`src/rtl/templatized_alu_pkg.sv`:
```
// Shared opcode/state encodings and helpers for the pipelined templatized ALU.
// Imported by the top level and the iterative multiplier.
package templatized_alu_pkg;

   localparam int ALU_OP_W = 4;
   localparam int NUM_OPS  = 9;

   typedef enum logic [ALU_OP_W-1:0] {
      OP_ADD = 4'd0,
      OP_SUB = 4'd1,
      OP_AND = 4'd2,
      OP_OR  = 4'd3,
      OP_XOR = 4'd4,
      OP_SLL = 4'd5,
      OP_SRL = 4'd6,
      OP_SRA = 4'd7,
      OP_MUL = 4'd8
   } alu_op_e;

   typedef enum logic [0:0] {
      IDLE = 1'b0,
      BUSY = 1'b1
   } alu_state_e;

   function automatic logic is_legal_op(input logic [ALU_OP_W-1:0] op_i);
      return (int'(op_i) < NUM_OPS);
   endfunction

endpackage

```
`src/rtl/alu_mul_iter.sv`:
```
// Iterative shift-add multiplier: one partial product per cycle, WIDTH steps,
// returning the low WIDTH bits of the unsigned product.
module alu_mul_iter
   import templatized_alu_pkg::*;
#(
   parameter int WIDTH = 16
) (
   input  logic             clk,
   input  logic             rst,
   input  logic             start,
   input  logic [WIDTH-1:0] A,
   input  logic [WIDTH-1:0] B,
   output logic             busy,
   output logic             done,
   output logic [WIDTH-1:0] product
);

   localparam int CW = $clog2(WIDTH) + 1;

   logic [WIDTH-1:0] a_q;
   logic [WIDTH-1:0] b_q;
   logic [WIDTH-1:0] acc_q;
   logic [WIDTH-1:0] acc_d;
   logic [CW-1:0]    cnt_q;
   logic             busy_q;
   logic             last_s;

   // Partial-product accumulate; only the low WIDTH bits are ever needed
   always_comb begin
      acc_d = acc_q;
      if (b_q[0]) begin
         acc_d = acc_q + a_q;
      end else begin
         acc_d = acc_q;
      end
   end

   assign last_s  = (cnt_q == CW'(WIDTH - 1));
   assign busy    = busy_q;
   assign done    = busy_q && last_s;
   assign product = acc_d;

   always_ff @(posedge clk or posedge rst) begin
      if (rst) begin
         a_q    <= {WIDTH{1'b0}};
         b_q    <= {WIDTH{1'b0}};
         acc_q  <= {WIDTH{1'b0}};
         cnt_q  <= {CW{1'b0}};
         busy_q <= 1'b0;
      end else if (start) begin
         a_q    <= A;
         b_q    <= B;
         acc_q  <= {WIDTH{1'b0}};
         cnt_q  <= {CW{1'b0}};
         busy_q <= 1'b1;
      end else if (busy_q) begin
         a_q    <= a_q << 1;
         b_q    <= b_q >> 1;
         acc_q  <= acc_d;
         cnt_q  <= cnt_q + CW'(1);
         busy_q <= !last_s;
      end
   end

endmodule

```
`src/rtl/templatized_alu_pipe.sv`:
```
// Handshaked ALU: single-cycle add/bool/shift groups with a registered result,
// plus an iterative multiply that holds off new requests until it completes.
module templatized_alu_pipe
   import templatized_alu_pkg::*;
#(
   parameter int WIDTH = 16,
   parameter int OP_W  = 4,
   parameter int TAG_W = 4
) (
   input  logic             clk,
   input  logic             rst,
   input  logic             in_valid,
   output logic             in_ready,
   input  logic [WIDTH-1:0] A,
   input  logic [WIDTH-1:0] B,
   input  logic [OP_W-1:0]  op,
   input  logic [TAG_W-1:0] in_tag,
   output logic             out_valid,
   input  logic             out_ready,
   output logic [WIDTH-1:0] out,
   output logic [TAG_W-1:0] out_tag,
   output logic             out_zero,
   output logic             out_carry,
   output logic             out_err
);

   localparam int SHW = $clog2(WIDTH);

   alu_state_e       state_q;
   alu_op_e          op_e;
   logic             accept_s;
   logic             is_mul_s;
   logic             load_s;
   logic [SHW-1:0]   shamt_s;
   logic [WIDTH:0]   sum_s;
   logic [WIDTH:0]   dif_s;

   logic [WIDTH-1:0] alu_res_s;
   logic             alu_carry_s;
   logic             alu_err_s;

   logic [WIDTH-1:0] res_d;
   logic             zero_d;
   logic             carry_d;
   logic             err_d;
   logic [TAG_W-1:0] tag_d;

   logic             out_valid_q;
   logic [WIDTH-1:0] out_q;
   logic [TAG_W-1:0] out_tag_q;
   logic             out_zero_q;
   logic             out_carry_q;
   logic             out_err_q;
   logic [TAG_W-1:0] mul_tag_q;

   logic             mul_busy_s;
   logic             mul_done_s;
   logic [WIDTH-1:0] mul_product_s;

   assign op_e     = alu_op_e'(op);
   assign is_mul_s = (op_e == OP_MUL);
   assign in_ready = (state_q != BUSY) && !mul_busy_s && (!out_valid_q || out_ready);
   assign accept_s = in_valid && in_ready;
   assign load_s   = (accept_s && !is_mul_s) || mul_done_s;
   assign shamt_s  = B[SHW-1:0];

   // SUB as A + ~B + 1 so the carry-out directly means "no borrow"
   assign sum_s = {1'b0, A} + {1'b0, B};
   assign dif_s = {1'b0, A} + {1'b0, ~B} + {{WIDTH{1'b0}}, 1'b1};

   alu_mul_iter #(
      .WIDTH(WIDTH)
   ) u_mul (
      .clk    (clk),
      .rst    (rst),
      .start  (accept_s && is_mul_s),
      .A      (A),
      .B      (B),
      .busy   (mul_busy_s),
      .done   (mul_done_s),
      .product(mul_product_s)
   );

   always_comb begin
      alu_res_s   = {WIDTH{1'b0}};
      alu_carry_s = 1'b0;
      alu_err_s   = 1'b0;
      if (!is_legal_op(op_e)) begin
         alu_err_s = 1'b1;
      end else begin
         case (op_e)
            OP_ADD: begin
               alu_res_s   = sum_s[WIDTH-1:0];
               alu_carry_s = sum_s[WIDTH];
            end
            OP_SUB: begin
               alu_res_s   = dif_s[WIDTH-1:0];
               alu_carry_s = dif_s[WIDTH];
            end
            OP_AND:  alu_res_s = A & B;
            OP_OR:   alu_res_s = A | B;
            OP_XOR:  alu_res_s = A ^ B;
            OP_SLL:  alu_res_s = A << shamt_s;
            OP_SRL:  alu_res_s = A >> shamt_s;
            OP_SRA:  alu_res_s = $signed(A) >>> shamt_s;
            OP_MUL:  alu_res_s = {WIDTH{1'b0}};
            default: alu_err_s = 1'b1;
         endcase
      end
   end

   // Only one source can load per cycle: a multiply finishes only while BUSY,
   // when no new request is accepted.
   always_comb begin
      if (mul_done_s) begin
         res_d   = mul_product_s;
         carry_d = 1'b0;
         err_d   = 1'b0;
         tag_d   = mul_tag_q;
      end else begin
         res_d   = alu_res_s;
         carry_d = alu_carry_s;
         err_d   = alu_err_s;
         tag_d   = in_tag;
      end
      zero_d = (res_d == {WIDTH{1'b0}});
   end

   always_ff @(posedge clk or posedge rst) begin
      if (rst) begin
         state_q     <= IDLE;
         mul_tag_q   <= {TAG_W{1'b0}};
         out_valid_q <= 1'b0;
         out_q       <= {WIDTH{1'b0}};
         out_tag_q   <= {TAG_W{1'b0}};
         out_zero_q  <= 1'b0;
         out_carry_q <= 1'b0;
         out_err_q   <= 1'b0;
      end else begin
         case (state_q)
            IDLE: begin
               if (accept_s && is_mul_s) begin
                  state_q   <= BUSY;
                  mul_tag_q <= in_tag;
               end
            end
            BUSY: begin
               if (mul_done_s) begin
                  state_q <= IDLE;
               end
            end
            default: state_q <= IDLE;
         endcase

         if (load_s) begin
            out_valid_q <= 1'b1;
            out_q       <= res_d;
            out_tag_q   <= tag_d;
            out_zero_q  <= zero_d;
            out_carry_q <= carry_d;
            out_err_q   <= err_d;
         end else if (out_ready) begin
            out_valid_q <= 1'b0;
         end
      end
   end

   assign out_valid = out_valid_q;
   assign out       = out_q;
   assign out_tag   = out_tag_q;
   assign out_zero  = out_zero_q;
   assign out_carry = out_carry_q;
   assign out_err   = out_err_q;

endmodule

```
`config.mk`:
```
export PLATFORM = sky130hd
export DESIGN_NAME = templatized_alu_pipe
export DESIGN_NICKNAME = d
export VERILOG_FILES = /design/src/rtl/templatized_alu_pkg.sv /design/src/rtl/alu_mul_iter.sv /design/src/rtl/templatized_alu_pipe.sv
export SDC_FILE = /design/constraint.sdc
export NUM_CORES = 1
export LEC_CHECK = 0
export BUFFER_PORTS_ARGS = -buffer_cell sky130_fd_sc_hd__buf_2
export CAP_MARGIN = 20
export CORE_MARGIN = 1.5
export CORE_UTILIZATION = 30
export CTS_CLUSTER_SIZE = 12
export DETAILED_ROUTE_END_ITERATION = 16
export GPL_TIMING_DRIVEN = 0
export PLACE_DENSITY_LB_ADDON = 0.08
export REMOVE_ABC_BUFFERS = 1
export SKIP_CTS_REPAIR_TIMING = 1
export SYNTH_ARGS = -nofsm -noshare
export SYNTH_HDL_FRONTEND = slang
export SYNTH_SLANG_ARGS = --single-unit
```
`constraint.sdc`:
```
create_clock -name clk -period 6.4 [get_ports clk]
set_input_delay 0.96 -clock clk [delete_from_list [all_inputs] [get_ports clk]]
set_output_delay 0.96 -clock clk [all_outputs]
set_load 0.01 [all_outputs]
```
# Word-level counts from Yosys, hierarchy flattened
# Cells that the tools add are included.
dict set report word_totals {
  output_inout_bits 25
  in_bits 44
  ff_bits 83
}
dict set report classes {
  mux 26
  n_eq_ne 9
  n_reduce_logical 18
  n_bitwise 5
  magnitude_cmp 1
  addsub 5
  n_shift 3
}
# operator count
set ops {}
lappend ops {{$mux 16} 9}
lappend ops {{$pmux 16 s8} 1}
lappend ops {{$add 16x16->17} 2}
lappend ops {{$add 17x1->17 const B} 1}
lappend ops {{$add 16x16->16} 1}
lappend ops {{$and 16x16->16} 1}
lappend ops {{$eq 4x3->1 const B} 4}
lappend ops {{$logic_not 16->1} 1}
lappend ops {{$not 16->16} 1}
lappend ops {{$or 16x16->16} 1}
lappend ops {{$shl 16x4->16} 1}
lappend ops {{$shr 16x4->16} 1}
lappend ops {{$sshr 16x4->16} 1}
lappend ops {{$xor 16x16->16} 1}
lappend ops {{$mux 1} 11}
lappend ops {{$mux 5} 2}
lappend ops {{$reduce_or 9->1} 1}
lappend ops {{$eq 4x2->1 const B} 2}
lappend ops {{$logic_and 1x1->1} 6}
lappend ops {{$add 5x1->5 const B} 1}
lappend ops {{$eq 5x4->1 const B} 1}
lappend ops {{$eq 4x1->1 const B} 1}
lappend ops {{$eq 4x4->1 const B} 1}
lappend ops {{$logic_not 1->1} 4}
lappend ops {{other kinds (8)} 11}

# Longest topological paths before layout
dict set report depth {
  word_depth 7
  depth_mapped 15
}

# Cells and area by module
# From an unflattened synthesis, not the netlist that was laid out.
dict set report hier_totals {
  cells_unflattened 1111
  area_unflattened_um2 8921.1
}
# mod area_per_inst_um2 cells_each instances seq_area_each_um2
set by_module_without_submodules {}
lappend by_module_without_submodules {templatized_alu_pipe 5579.1 749 1 725.7}
lappend by_module_without_submodules {alu_mul_iter 3342.0 362 1 1351.3}

# Worst setup path after synthesis
# Ideal clock, no wire load.
dict set report synth_path {
  path_kind {input-to-reg}
  from {in B[2]}
  to {reg out_q[14], in the netlist out[14]}
  required_time_ps 6335
  slack_ps 2487
  arrival_time_ps 3848
  path_buffers 3
  setup_time_ps 65
  stages 14
  path_cell_list {buf_2 inv_2 buf_2 buf_1 ha_1 nand2b_1 a211oi_1 o211ai_1 a211oi_1 nor2_1 or4b_1 and3_1 o221ai_1 mux2_2}
}
dict set report synth_between {
  elab_chain_len 6
  word_cells_on_any_way 10
  cone_classes {add/sub: 3; shift: 3; mux: 3; bitwise: 1}
}
# item line_no
set synth_rtl {}
lappend synth_rtl {{from (decl)} templatized_alu_pipe.sv:15} ;# input logic [WIDTH-1:0] B,
lappend synth_rtl {{$not 16->16} templatized_alu_pipe.sv:69} ;# assign dif_s = {1'b0, A} + {1'b0, ~B} + {{WIDTH{1'b0}}, 1'b1};
lappend synth_rtl {{$add 16x16->17} templatized_alu_pipe.sv:69}
lappend synth_rtl {{$add 17x1->17} templatized_alu_pipe.sv:69}
lappend synth_rtl {{$pmux 16 s8 (*)} templatized_alu_pipe.sv:91} ;# case (op_e)
lappend synth_rtl {{$mux 16 (*)} templatized_alu_pipe.sv:88} ;# if (!is_legal_op(op_e)) begin
lappend synth_rtl {{$mux 16 (*)} templatized_alu_pipe.sv:115} ;# if (mul_done_s) begin
lappend synth_rtl {{to (signal assigned)} templatized_alu_pipe.sv:134} ;# out_q <= {WIDTH{1'b0}};
lappend synth_rtl {{to (signal assigned)} templatized_alu_pipe.sv:157} ;# out_q <= res_d;
lappend synth_rtl {{to (decl)} templatized_alu_pipe.sv:49} ;# logic [WIDTH-1:0] out_q;
# Mark *: on every way between the ends. The rest lies on a longest branch, timed or not.
# A chain may end at the register's enable or synchronous reset.

# Final worst setup path
dict set report layout_path {
  from {in B[1]}
  to {reg out_zero_q, in the netlist out_zero}
}
dict set report layout_between {
  elab_chain_len 7
  word_cells_on_any_way 14
  cone_classes {add/sub: 3; shift: 3; mux: 3; bitwise: 4; reduce/logical: 1}
}
# item line_no
set layout_rtl {}
lappend layout_rtl {{$not 16->16} templatized_alu_pipe.sv:69}
lappend layout_rtl {{$add 16x16->17} templatized_alu_pipe.sv:69}
lappend layout_rtl {{$add 17x1->17} templatized_alu_pipe.sv:69}
lappend layout_rtl {{$pmux 16 s8 (*)} templatized_alu_pipe.sv:91}
lappend layout_rtl {{$mux 16 (*)} templatized_alu_pipe.sv:88}
lappend layout_rtl {{$mux 16 (*)} templatized_alu_pipe.sv:115}
lappend layout_rtl {{$logic_not 16->1 (*)} templatized_alu_pipe.sv:126} ;# zero_d = (res_d == {WIDTH{1'b0}});
lappend layout_rtl {{to (signal assigned)} templatized_alu_pipe.sv:159} ;# out_zero_q <= zero_d;
lappend layout_rtl {{to (decl)} templatized_alu_pipe.sv:51} ;# logic out_zero_q;
# Marks and branches as above.

==> summary by stage <==
Synthesis
The gate count of the mapped netlist is approximately 1,000. The async set-or-reset flop fraction in the synthesized netlist is 1.00. The count of flip-flops with a built-in enable after synthesis is 0. After synthesis, the netlist uses between 80 and 90 different library cells. The dominant register cell in the synthesized netlist is dfrtp_1. Of the synthesized area, sequential elements account for 0.245. After synthesis, the cell types taking the most area are dfrtp_1 (24%), ha_1 (10%), nand2_1 (5.8%). The share of Yosys cell area claimed by the top area cell type is 0.245.

After synthesis the cells add up to between 8000 and 9000 um2. The biggest area contributor in the post-synthesis netlist is dfrtp_1. The post-synthesis register bit count is slightly above 80. Averaged over all synthesized cells, the footprint is 8.09 um2. The number of warning messages in the yosys log is 0.

Clocking
The CTS H-tree depth is 3. The CTS tree is built. The clock transition time at the flip-flop clock pins of the worst setup and hold paths is around 80 ps. The cell chosen for the clock root is clkbuf_16. Clock tree synthesis found a total of slightly above 80 sinks.

The number of buffers on the longest clock path is 2. The clock latency reported for the late side of the worst-skew pair is between 300 and 400 ps. The number of buffers added by the clock tree synthesis step is 9.

Placement
The congestion estimate from routability-driven global placement came to 0.894. After legalization and detailed placement, the total HPWL measured between 20,000 and 25,000 um. The port buffer count is 68. In this run the cell area measured after placement is around 9000 um2.

The cell count after placement is around 1,400.

Final layout
The number of nets at the end of the flow is between 1,000 and 1,500. Excluding fillers, the count of instances in the completed layout stands at 1,445. In the final layout, the share of cells above drive strength 1 is 0.131. The diode insertion count for antenna repair is 0.

The final non-filler cell area is 9490 um2. Compared with the post-synthesis result, the final layout area differs by 11.9%. At the end of the flow the core is filled with cells to 0.342.

Power and ir drop
Across the VDD grid, the largest voltage drop is 130 uV. The leakage power is around 0.0042 uW. Power spread over the standard cell area amounts to 290 nW/um2.

Worst setup path
The setup slack on the worst flop-to-flop path is roughly 2200 ps. STA classifies the critical path endpoint as a flop. The data arrival at the endpoint of the critical path is about 5300 ps. The worst path buffer plus inverter count is 2. The cell with the biggest individual delay on the critical path is buf_2. The logic depth of the worst register-to-register path is 12. The destination of the worst register-to-register timing path is out_zero$_DFFE_PP0P_. The critical path is of the input port to flop type. The peak fanout along the critical path is 37. The critical path's largest stage delay is a little over 600 ps. The critical register-to-register path startpoint is u_mul.cnt_q[0]$_DFFE_PP0P_. The cell type group with the largest total delay on the critical path is compound AO/OA/AOI/OAI gates. The element type at the critical path start is an input port.

Traced cell by cell, the critical path runs through buf_2 -> inv_2 -> fa_1 -> nand2b_1 -> a21oi_1 -> o21bai_1 -> a221oi_1 -> o21ai_1 -> a221oi_1 -> nand4_1 -> nor4_1 -> nand4_1 -> o31ai_1. Data on the critical path is required at its endpoint by 6680 ps.

Worst hold path
The worst hold path was traced through 2 stages. The end point of the worst hold path is out[9]$_DFFE_PP0P_. The start point of the worst hold path is out[9]$_DFFE_PP0P_. In this run the worst hold path is classified as flop to flop.

STA
At the pin with the least slew margin, the transition time is roughly 1100 ps. Setup repair after global routing left no endpoint under its margin. The number of slew-limit violations in the final report came to 0.

For the final routed database, the setup TNS stands at 0 ps. Timing would allow up to 198 MHz. The worst clock skew is 10.4 ps. The final period demand of the worst path is 5040 ps. The number of hold violations in the final report is 0. Headroom to the max-slew limit came out at 0.265. The number of failing setup endpoints in the final timing report is 0.

The post-route fraction of the period consumed by the critical path is 0.787.

Floorplanning
The total area inside the core boundary comes to about 28,000 um2. The vertical die dimension is approximately 170 um. The die area is ~29,000 um2. During I/O placement, the number of pins put on the boundary was 69.

The floorplan has 61 rows. For this configuration, the core starts out at a cell density of 0.305. The horizontal die dimension is between 150 and 200 um.

Routing
The first-pass iteration count of the detailed router is 5. Summing over every cut layer, the via total after detailed routing is between 8,000 and 9,000. Summed over all layers, the routed wires come to approximately 32,000 um. The number of remaining DRC errors is 0. In this run the remaining antenna-violating nets after routing total 0. In this run, the number of DRC markers left after iteration 0 of detailed routing was just over 900. The final routed wire length divided by cell count is 22.0 um.

After detailed routing, the number of vias per cell comes to 5.62.

Global routing
The pin count of the biggest net entering global routing is between 60 and 70. The number of global-route vias before repair came to ~7,900. The aggregate global-route resource usage is 0.223.

For this run the aggregate overflow at the end of global routing stands at 0. The initial antenna violation count was 0. The first-pass GRT wire length is about 49,000 um.

Flow run
Max-cap violations in this run came to 0.

Outcome
The run finished with clean final reports.
==> final cells by class <==
type | instances | area (um2)
fillers | 2974 | 18300
clock buffers | 9 | 225
inverters | 51 | 194
well taps | 378 | 473
flip-flops and latches | 83 | 2080
clock inverters | 7 | 103
repair buffers | 76 | 488
multi-input cells | 841 | 5930
==> cells in the mapped netlist (16+ instances only) <==
cell,instances
nor3_1,23
xnor2_1,20
nand2_1,130
buf_2,16
a22oi_1,24
a211oi_1,23
a21oi_1,61
inv_1,47
clkbuf_1,48
mux2i_1,46
nor2_1,92
dfrtp_1,83
o21ai_0,78
ha_1,69
==> per-layer routing <==
metal	share of wire	GRT usage	vias to the layer above	wire, um
met3	0.051	0.0267	48	1620
li1	-	-	3867	-
met5	0	0	-	0
met1	0.46	0.310	3970	14500
met4	0.028	0.0748	0	886
met2	0.46	0.358	241	14700
==> per-stage QoR <==
stage	hold WS (ps)	setup slack (ps)	total power, uW
4_1_cts	467	1150	2760
2_1_floorplan	446	1720	1680
3_5_place_dp	452	795	2130
3_3_place_gp	448	-1070	2110
6_report	459	1360	2750
5_1_grt	503	962	2960
==> worst register-to-register path, stage by stage, from the launching register on <==
cell and delay [ps]:
dfrtp_1 390, ha_1 180, and3_1 170, ha_1 270, and2_1 900, nor2_1 450, a32oi_1 310, o21ai_0 200
a211oi_2 190, nand4_1 180, nor4_1 400, nand4_1 210, o31ai_1 270
==> how the worst max path moves through the flow <==
| stage | cells past startpoint | from | to | slack [ps] |
|---|---|---|---|---|
| after floorplan | 6 | u_mul.busy$_DFF_PP0_ | u_mul.acc_q[15]$_DFFE_PP0P_ | 1720 |
| after global placement | 7 | op[0] | u_mul.acc_q[15]$_DFFE_PP0P_ | -1070 |
| after detailed placement | 14 | B[0] | out_zero$_DFFE_PP0P_ | 790 |
| after CTS | 14 | B[0] | out_zero$_DFFE_PP0P_ | 1150 |
| after global routing | 13 | B[1] | out_zero$_DFFE_PP0P_ | 960 |
| final | 13 | B[1] | out_zero$_DFFE_PP0P_ | 1360 |
==> registers in the layout, summed over array words and instances, names as in the netlist, 4 cells and up <==
register and flops:
mul_tag_q 4, out 16, out_tag 4, u_mul.a_q 16, u_mul.acc_q 16, u_mul.b_q 16
u_mul.cnt_q 5
==> cells in the final DEF (no fill, tap or decap), types with 14 or more instances in the layout <==
master	count
buf_2	69
o211ai_1	14
xnor2_1	20
nor2_1	89
dfrtp_1	82
o21ai_0	78
nand2_1	130
mux4_2	15
mux2_2	14
a22oi_1	24
nor3_1	23
a211oi_1	23
inv_1	46
ha_1	69
a21oi_1	61
mux2i_1	46
==> power breakdown <==
group	switching, uW	internal (uW)
Combinational	732	511
Sequential	160	722
Clock	274	350
==> logic make-up after synthesis <==
group,share of synthesized area
adder cells (fa/ha/maj),0.109
XOR/XNOR,0.0299
buffers and inverters,0.0613
multiplexers,0.117
AND/OR/NAND/NOR,0.186
AO/OA/AOI/OAI,0.252
flip-flops,0.245
Power figures use the tool's default switching activity.
